==> src/rtl/mold_retrans_req.sv <==
// mold_retrans_req: builds MoldUDP64 retransmission requests from miss reports.
//
// A miss report {sid, seq_start, cnt} is split into requests of at most
// MAX_REQ_CNT messages. Each request is a 20-byte packet (Session 10B,
// Sequence Number 8B, Message Count 2B, every field MSB first) sent as
// three beats on a 64-bit valid/ready stream. Byte n of the packet goes on
// lane (n mod 8) of beat (n div 8).
// One report can be in progress and one more can wait in a pending slot.
// Any further report is dropped and counted.
//
// Ports:
//   clk, nreset        clock, asynchronous active-low reset
//   miss_v_i           miss report strobe (no backpressure)
//   miss_sid_i         session of the missed range
//   miss_seq_start_i   first missing sequence number
//   miss_seq_cnt_i     number of missing messages (0 = ignored)
//   req_valid_o/ready  request beat handshake
//   req_data_o         beat data, lane j = data[8j+7:8j]
//   req_keep_o         byte-valid per lane
//   req_last_o         last beat of a request
//   busy_o             active request or pending report held
//   drop_o             one-cycle pulse when a report is discarded
//   drop_cnt_o         saturating count of discarded reports
//
// Build option: define REQ_THROTTLE_EN to insert GAP_CYCLES idle cycles
// before every request that follows a completed request.

module mold_retrans_req #(
   parameter int unsigned     SID_W       = 80,
   parameter int unsigned     SEQ_NUM_W   = 64,
   parameter int unsigned     ML_W        = 16,
   parameter logic [ML_W-1:0] MAX_REQ_CNT = '1,
   parameter int unsigned     GAP_CYCLES  = 16
) (
   input  logic                 clk,
   input  logic                 nreset,
   input  logic                 miss_v_i,
   input  logic [SID_W-1:0]     miss_sid_i,
   input  logic [SEQ_NUM_W-1:0] miss_seq_start_i,
   input  logic [SEQ_NUM_W-1:0] miss_seq_cnt_i,
   output logic                 req_valid_o,
   input  logic                 req_ready_i,
   output logic [63:0]          req_data_o,
   output logic [7:0]           req_keep_o,
   output logic                 req_last_o,
   output logic                 busy_o,
   output logic                 drop_o,
   output logic [15:0]          drop_cnt_o
);

   localparam int unsigned PKT_W = SID_W + SEQ_NUM_W + ML_W;
`ifdef REQ_THROTTLE_EN
   localparam int unsigned GAP_W = (GAP_CYCLES > 1) ? $clog2(GAP_CYCLES) : 1;
`endif

`ifdef REQ_THROTTLE_EN
   typedef enum logic [2:0] {S_IDLE, S_BEAT0, S_BEAT1, S_BEAT2, S_GAP} state_t;
`else
   typedef enum logic [1:0] {S_IDLE, S_BEAT0, S_BEAT1, S_BEAT2} state_t;
`endif

   // Messages carried by the next request given the remaining count.
   function automatic logic [ML_W-1:0] chunk_of(input logic [SEQ_NUM_W-1:0] rem);
      logic [ML_W-1:0] c;
      if (rem > SEQ_NUM_W'(MAX_REQ_CNT)) c = MAX_REQ_CNT;
      else                               c = rem[ML_W-1:0];
      return c;
   endfunction

   // Beat k of the packet: shift beat k's bytes to the top of the packed
   // packet, then place them MSB-first onto lanes 0..7. Bytes past the end
   // of the packet shift in as zero.
   function automatic logic [63:0] beat_data(input logic [SID_W-1:0]     sid,
                                             input logic [SEQ_NUM_W-1:0] seq,
                                             input logic [ML_W-1:0]      cnt,
                                             input int unsigned          k);
      logic [PKT_W-1:0] sh;
      logic [63:0]      d;
      sh = {sid, seq, cnt} << (64 * k);
      d  = '0;
      for (int unsigned j = 0; j < 8; j++) begin
         d[8*j +: 8] = sh[PKT_W-1-8*j -: 8];
      end
      return d;
   endfunction

   state_t               state_q;
   logic [SID_W-1:0]     sid_q;
   logic [SEQ_NUM_W-1:0] seq_q;
   logic [SEQ_NUM_W-1:0] rem_q;
   logic                 pend_q;
   logic [SID_W-1:0]     pend_sid_q;
   logic [SEQ_NUM_W-1:0] pend_seq_q;
   logic [SEQ_NUM_W-1:0] pend_cnt_q;
   logic                 valid_q;
   logic [63:0]          data_q;
   logic [7:0]           keep_q;
   logic                 last_q;
   logic                 drop_q;
   logic [15:0]          drop_cnt_q;
`ifdef REQ_THROTTLE_EN
   logic [GAP_W-1:0]     gap_q;
`endif

   logic                 new_v;
   logic                 done;
   logic [ML_W-1:0]      chunk_cur;
   logic [SEQ_NUM_W-1:0] seq_adv;
   logic [SEQ_NUM_W-1:0] rem_adv;
   logic [SID_W-1:0]     sid_d;
   logic [SEQ_NUM_W-1:0] seq_d;
   logic [SEQ_NUM_W-1:0] rem_d;
   logic                 go_d;
   logic                 pend_load;
   logic                 pend_clr;
   logic                 drop_now;

   // Slot bookkeeping. sid_d/seq_d/rem_d/go_d describe the request that
   // becomes active when the current one finishes (or when IDLE loads).
   // A report arriving on the cycle a request completes goes to whichever
   // slot that completion frees, so it is never dropped for that reason.
   always_comb begin
      new_v     = miss_v_i & (miss_seq_cnt_i != '0);
      done      = (state_q == S_BEAT2) & req_ready_i;
      chunk_cur = chunk_of(rem_q);
      seq_adv   = seq_q + SEQ_NUM_W'(chunk_cur);
      rem_adv   = rem_q - SEQ_NUM_W'(chunk_cur);
      sid_d     = sid_q;
      seq_d     = seq_adv;
      rem_d     = rem_adv;
      go_d      = 1'b0;
      pend_load = 1'b0;
      pend_clr  = 1'b0;
      drop_now  = 1'b0;
      if (state_q == S_IDLE) begin
         // Pending is always empty in IDLE.
         sid_d = miss_sid_i;
         seq_d = miss_seq_start_i;
         rem_d = miss_seq_cnt_i;
         go_d  = new_v;
      end else if (done) begin
         if (rem_adv != '0) begin
            go_d = 1'b1;
            if (new_v) begin
               if (pend_q) drop_now  = 1'b1;
               else        pend_load = 1'b1;
            end
         end else if (pend_q) begin
            sid_d     = pend_sid_q;
            seq_d     = pend_seq_q;
            rem_d     = pend_cnt_q;
            go_d      = 1'b1;
            pend_clr  = 1'b1;
            pend_load = new_v;
         end else if (new_v) begin
            sid_d = miss_sid_i;
            seq_d = miss_seq_start_i;
            rem_d = miss_seq_cnt_i;
            go_d  = 1'b1;
         end
      end else if (new_v) begin
         if (pend_q) drop_now  = 1'b1;
         else        pend_load = 1'b1;
      end
   end

   always_ff @(posedge clk or negedge nreset) begin
      if (!nreset) begin
         state_q    <= S_IDLE;
         sid_q      <= '0;
         seq_q      <= '0;
         rem_q      <= '0;
         pend_q     <= 1'b0;
         pend_sid_q <= '0;
         pend_seq_q <= '0;
         pend_cnt_q <= '0;
         valid_q    <= 1'b0;
         data_q     <= '0;
         keep_q     <= '0;
         last_q     <= 1'b0;
         drop_q     <= 1'b0;
         drop_cnt_q <= '0;
`ifdef REQ_THROTTLE_EN
         gap_q      <= '0;
`endif
      end else begin
         // Pending slot
         if (pend_load) begin
            pend_q     <= 1'b1;
            pend_sid_q <= miss_sid_i;
            pend_seq_q <= miss_seq_start_i;
            pend_cnt_q <= miss_seq_cnt_i;
         end else if (pend_clr) begin
            pend_q <= 1'b0;
         end

         // Drop reporting
         drop_q <= drop_now;
         if (drop_now && (drop_cnt_q != '1)) drop_cnt_q <= drop_cnt_q + 16'd1;

         // Request FSM
         case (state_q)
            S_IDLE: begin
               if (go_d) begin
                  sid_q   <= sid_d;
                  seq_q   <= seq_d;
                  rem_q   <= rem_d;
                  state_q <= S_BEAT0;
                  valid_q <= 1'b1;
                  data_q  <= beat_data(sid_d, seq_d, chunk_of(rem_d), 0);
                  keep_q  <= 8'hFF;
                  last_q  <= 1'b0;
               end
            end
            S_BEAT0: begin
               if (req_ready_i) begin
                  state_q <= S_BEAT1;
                  data_q  <= beat_data(sid_q, seq_q, chunk_cur, 1);
               end
            end
            S_BEAT1: begin
               if (req_ready_i) begin
                  state_q <= S_BEAT2;
                  data_q  <= beat_data(sid_q, seq_q, chunk_cur, 2);
                  keep_q  <= 8'h0F;
                  last_q  <= 1'b1;
               end
            end
            S_BEAT2: begin
               if (req_ready_i) begin
                  sid_q <= sid_d;
                  seq_q <= seq_d;
                  rem_q <= rem_d;
                  if (go_d) begin
`ifdef REQ_THROTTLE_EN
                     state_q <= S_GAP;
                     gap_q   <= GAP_W'(GAP_CYCLES - 1);
                     valid_q <= 1'b0;
                     data_q  <= '0;
                     keep_q  <= '0;
                     last_q  <= 1'b0;
`else
                     state_q <= S_BEAT0;
                     valid_q <= 1'b1;
                     data_q  <= beat_data(sid_d, seq_d, chunk_of(rem_d), 0);
                     keep_q  <= 8'hFF;
                     last_q  <= 1'b0;
`endif
                  end else begin
                     state_q <= S_IDLE;
                     valid_q <= 1'b0;
                     data_q  <= '0;
                     keep_q  <= '0;
                     last_q  <= 1'b0;
                  end
               end
            end
`ifdef REQ_THROTTLE_EN
            S_GAP: begin
               // Active regs already hold the next request.
               if (gap_q == '0) begin
                  state_q <= S_BEAT0;
                  valid_q <= 1'b1;
                  data_q  <= beat_data(sid_q, seq_q, chunk_cur, 0);
                  keep_q  <= 8'hFF;
                  last_q  <= 1'b0;
               end else begin
                  gap_q <= gap_q - 1'b1;
               end
            end
`endif
            default: begin
               state_q <= S_IDLE;
               valid_q <= 1'b0;
               data_q  <= '0;
               keep_q  <= '0;
               last_q  <= 1'b0;
            end
         endcase
      end
   end

   assign req_valid_o = valid_q;
   assign req_data_o  = data_q;
   assign req_keep_o  = keep_q;
   assign req_last_o  = last_q;
   assign drop_o      = drop_q;
   assign drop_cnt_o  = drop_cnt_q;
   assign busy_o      = (state_q != S_IDLE) | pend_q;

endmodule

==> config.mk <==
export PLATFORM = sky130hd
export DESIGN_NAME = mold_retrans_req
export DESIGN_NICKNAME = d
export VERILOG_FILES = /design/src/rtl/mold_retrans_req.sv
export SDC_FILE = /design/constraint.sdc
export NUM_CORES = 1
export LEC_CHECK = 0
export CORE_MARGIN = 10
export CORE_UTILIZATION = 39
export CTS_CLUSTER_DIAMETER = 200
export DETAILED_ROUTE_END_ITERATION = 8
export DONT_BUFFER_PORTS = 1
export GPL_TIMING_DRIVEN = 0
export PLACE_DENSITY = 0.53
export SLEW_MARGIN = 20
export SYNTH_ARGS = -nofsm -noshare
export SYNTH_HDL_FRONTEND = slang
export SYNTH_SLANG_ARGS = --single-unit
==> constraint.sdc <==
create_clock -name clk -period 16.8 [get_ports clk]
set_clock_uncertainty 0.1 [all_clocks]
set_input_delay 1.68 -clock clk [delete_from_list [all_inputs] [get_ports clk]]
set_output_delay 1.68 -clock clk [all_outputs]
set_load 0.03 [all_outputs]
==> flow_metrics.env <==
export IMPL_outcome="finished, violations left"
export IMPL_violated_checks="max-slew violations"
export IMPL_startpoint_type="register"
export IMPL_ys_ff_latch=504
export IMPL_grt_pass1_vias=27900
export IMPL_antenna_left=0
export IMPL_top_cell_type_by_total_area_after_synthesis="sky130_fd_sc_hd__dfrtp_1"
export IMPL_start_util=0.395
export IMPL_p_leak_uw=0.0129
export IMPL_rows=99
export IMPL_worstPathArrival_ns=10.64
export IMPL_post_route_cells_drive_above_1_share=0.124
export IMPL_layout_area_overhead_vs_synth_pct=11.2
export IMPL_crit_buf_inv=7
export IMPL_max_slew_margin=-1.27
export IMPL_worstSetupEndpointType="register"
export IMPL_maxCapViolations=0
export IMPL_crit_family="simple AND/OR/NAND/NOR gates"
export IMPL_crit_path_max_incr_delay_ns=0.92
export IMPL_timing_critical_path_mode_cell="sky130_fd_sc_hd__clkbuf_1"
export IMPL_synth_top_area_frac=0.436
export IMPL_fp_dieArea_um2=85500
export IMPL_gp_congestion=1.00
export IMPL_synthesis_yosys_warnings=0
export IMPL_clock_tree_from_tritoncts="built"
export IMPL_detailedRoute_firstPassIterationCount=6
export IMPL_synth_flop_cell="sky130_fd_sc_hd__dfrtp_1"
export IMPL_design_core_area_um2=73200
export IMPL_fp_dieH_um=292
export IMPL_max_clock_freq_mhz=97.9
export IMPL_finalSetupViolCount=0
export IMPL_slowest_stage="sky130_fd_sc_hd__nor3_1"
export IMPL_grt_antenna_before_repair=11
export IMPL_clock_sinks=504
export IMPL_setup_worst_path_class="register to register"
export IMPL_layout_core_utilization=0.440
export IMPL_post_synth_cell_area_avg_um2=9.08
export IMPL_post_cts_setup_buffers=0
export IMPL_mappedNetlistNets=3422
export IMPL_nets=3489
export IMPL_setup_ws_ns=6.59
export IMPL_cp_cell_sequence="or4_1 > buf_2 > or4_4 > buf_6 > nor3_4 > nand3_2 > buf_6 > clkbuf_1 > nand2b_1 > ha_1 > nand3_1 > or2_2 > nor3_1 > a21oi_1 > xnor2_1 > nand2_1 > nor4_1 > nor4bb_1 > clkbuf_1 > and3_1 > clkbuf_1 > clkbuf_1 > o21ai_0 > a32o_1"
export IMPL_post_synth_main_area_contributors="sky130_fd_sc_hd__dfrtp_1 (44%), sky130_fd_sc_hd__mux2_2 (7.9%), sky130_fd_sc_hd__o21ai_0 (5.7%), sky130_fd_sc_hd__nand2_1 (4.7%), sky130_fd_sc_hd__a21oi_1 (4.4%)"
export IMPL_h_tree_depth=2
export IMPL_cell_area_after_synthesis_um2=28900
export IMPL_root_buffer="sky130_fd_sc_hd__clkbuf_16"
export IMPL_synth_async_reset_ratio=1.00
export IMPL_clk_latency_ns=0.65
export IMPL_post_route_minimum_period_ns=10.21
export IMPL_remaining_drc_errors=0
export IMPL_pre_cts_slack_ns=7.08
export IMPL_global_route_overflow_total=0
export IMPL_drt_first_iter_violations=3865
export IMPL_synthDistinctLibCells=91
export IMPL_ios=304
export IMPL_synthesis_instances=3186
export IMPL_number_of_endpoints_with_negative_hold_slack_in_the_final_report=0
export IMPL_synth_enable_flop_cells=0
export IMPL_power_per_cell_area_nw_per_um2=222
export IMPL_detailed_place_hpwl_mm=116
export IMPL_min_path_type="register to register"
export IMPL_ir_drop_uv=117
export IMPL_drt_wirelength_per_cell_um=36.5
export IMPL_worst_path_max_fanout=10
export IMPL_grt_first_pass_wirelength_mm=217
export IMPL_cts_hold_repair_buffers=0
export IMPL_die_x_um=292
export IMPL_cp_data_required_time_ns=17.23
export IMPL_sequential_element_share_of_the_synthesized_area=0.436
export IMPL_grt_max_degree=505
export IMPL_portion_of_the_clock_cycle_consumed_by_the_worst_path_in_the_final_layout=0.608
export IMPL_rsz0062_at_grt="false"
export IMPL_global_route_total_usage_across_every_layer=0.350
export IMPL_routed_via_density=6.78
export IMPL_port_buffer_count=0
export IMPL_final_max_slew_violation_count=416
export IMPL_num_vias=28900
export IMPL_final_setup_tns_ns=0
export IMPL_worstMarginPinSlew_ns=3.40
export IMPL_routed_wirelength_mm=156
export IMPL_tritoncts_num_buffers=59
export IMPL_ctsLongestPathBuffers=3
export IMPL_cts_clk_slew_worst_paths_ns=0.06
export IMPL_post_cts_resized=0
## per-layer routing
| layer | up-vias | part of all wire | global-route usage |
|---|---|---|---|
| met5 | - | 0.00026 | 0 |
| met4 | 6 | 0.047 | 0.150 |
| met3 | 327 | 0.12 | 0.113 |
| met2 | 1823 | 0.43 | 0.524 |
| met1 | 14800 | 0.40 | 0.458 |
| li1 | 12000 | - | - |
## synth_stat cells (all sizes together) (20+ instances only)
library cell	count
o31ai	26
dfrtp	504
a22o	34
nor4	55
o21ai	375
o211ai	29
xor2	26
ha	23
mux2	211
nor2	167
or3	20
o21a	24
a221oi	50
xnor2	46
nand3	59
nand2	362
nor3	68
buf	70
a21o	22
inv	30
nand4	51
a31oi	30
and3	81
a21oi	256
nor2b	25
a22oi	60
clkbuf	193
nand2b	47
o221ai	25
## worst register-to-register path: stages, from the launching register on
cell and delay [ns]:
sky130_fd_sc_hd__dfrtp_1 0.53, sky130_fd_sc_hd__or4_1 0.56, sky130_fd_sc_hd__buf_2 0.20, sky130_fd_sc_hd__or4_4 0.52, sky130_fd_sc_hd__buf_6 0.16, sky130_fd_sc_hd__nor3_4 0.32, sky130_fd_sc_hd__nand3_2 0.20, sky130_fd_sc_hd__buf_6 0.25
sky130_fd_sc_hd__clkbuf_1 0.36, sky130_fd_sc_hd__nand2b_1 0.20, sky130_fd_sc_hd__ha_1 0.35, sky130_fd_sc_hd__nand3_1 0.32, sky130_fd_sc_hd__or2_2 0.43, sky130_fd_sc_hd__nor3_1 0.92, sky130_fd_sc_hd__a21oi_1 0.49, sky130_fd_sc_hd__xnor2_1 0.48
sky130_fd_sc_hd__nand2_1 0.09, sky130_fd_sc_hd__nor4_1 0.48, sky130_fd_sc_hd__nor4bb_1 0.42, sky130_fd_sc_hd__clkbuf_1 0.65, sky130_fd_sc_hd__and3_1 0.28, sky130_fd_sc_hd__clkbuf_1 0.56, sky130_fd_sc_hd__clkbuf_1 0.71, sky130_fd_sc_hd__o21ai_0 0.25
sky130_fd_sc_hd__a32o_1 0.27
## where the power goes
group          internal [uW]  switching [uW]  leakage, uW
logic                   1090            2300      0.00577
clock network            749             562     0.000943
registers               1780             655      0.00620
total                   3620            3520       0.0129
## cell usage in the layout (no fill, tap or decap), types with 47 or more instances in the layout
| cell | n |
|---|---|
| sky130_fd_sc_hd__dfrtp_1 | 504 |
| sky130_fd_sc_hd__a21oi_1 | 254 |
| sky130_fd_sc_hd__nand3_1 | 58 |
| sky130_fd_sc_hd__nand2b_1 | 47 |
| sky130_fd_sc_hd__o21ai_0 | 331 |
| sky130_fd_sc_hd__nand4_1 | 51 |
| sky130_fd_sc_hd__mux2_2 | 203 |
| sky130_fd_sc_hd__nor2_1 | 165 |
| sky130_fd_sc_hd__clkbuf_1 | 188 |
| sky130_fd_sc_hd__nor3_1 | 60 |
| sky130_fd_sc_hd__nand2_1 | 362 |
| sky130_fd_sc_hd__a22oi_1 | 60 |
| sky130_fd_sc_hd__and3_1 | 80 |
| sky130_fd_sc_hd__nor4_1 | 53 |
| sky130_fd_sc_hd__a221oi_1 | 50 |
| sky130_fd_sc_hd__clkbuf_16 | 60 |
## area by class of cell
type                            instances  area [um2]
Multi-Input combinational cell       2389       15200
Buffer                                263        1120
Antenna cell                            8        20.0
Tap cell                              959        1200
Clock buffer                           79        1660
Clock inverter                         22         240
Timing Repair Buffer                    6        56.3
Fill cell                            7185       41000
Sequential cell                       504       12600
Inverter                               30         113
## through the flow
| step | instances | hold WS (ns) | total power (uW) | cell area (um2) |
|---|---|---|---|---|
| CTS | 4250 | 0.386 | 7000 | 32100 |
| global route | 4252 | 0.406 | 7430 | 32200 |
| detailed placement | 4149 | 0.373 | 5680 | 30200 |
| floorplan | 3186 | 0.350 | 4260 | 28900 |
| global placement | 4145 | 0.364 | 5600 | 30100 |
| finish | 4260 | 0.387 | 7140 | 32200 |
## final timing paths
check                      cells past startpoint  slack [ns]       from        endpoint
max                                           24        6.59  rem_q[19]       seq_q[38]
min                                            2        0.39  sid_q[16]       sid_q[16]
max reg2reg                                   24        6.59  rem_q[19]       seq_q[38]
min reg2reg                                    2        0.39  sid_q[16]       sid_q[16]
max in group asynchronous                      0       13.29     nreset  pend_cnt_q[42]
min in group asynchronous                      0        0.67     nreset   pend_cnt_q[5]
## state kept, by name, summed over array words and instances (netlist names)
register,flops
drop_cnt_o,16
drop_o,1
pend_cnt_q,64
pend_q,1
pend_seq_q,64
pend_sid_q,80
rem_q,64
req_data_o,64
req_keep_o,2
req_last_o,1
req_valid_o,1
seq_q,64
sid_q,80
state_q,2
## cell families after synthesis
kind of cell,share of synthesized area
XOR/XNOR,0.0218
AND/OR/NAND/NOR,0.173
flip-flops,0.436
buffers and inverters,0.0420
AO/OA/AOI/OAI,0.233
multiplexers,0.0838
adder cells (fa/ha/maj),0.0106
Power figures use the tool's default switching activity.
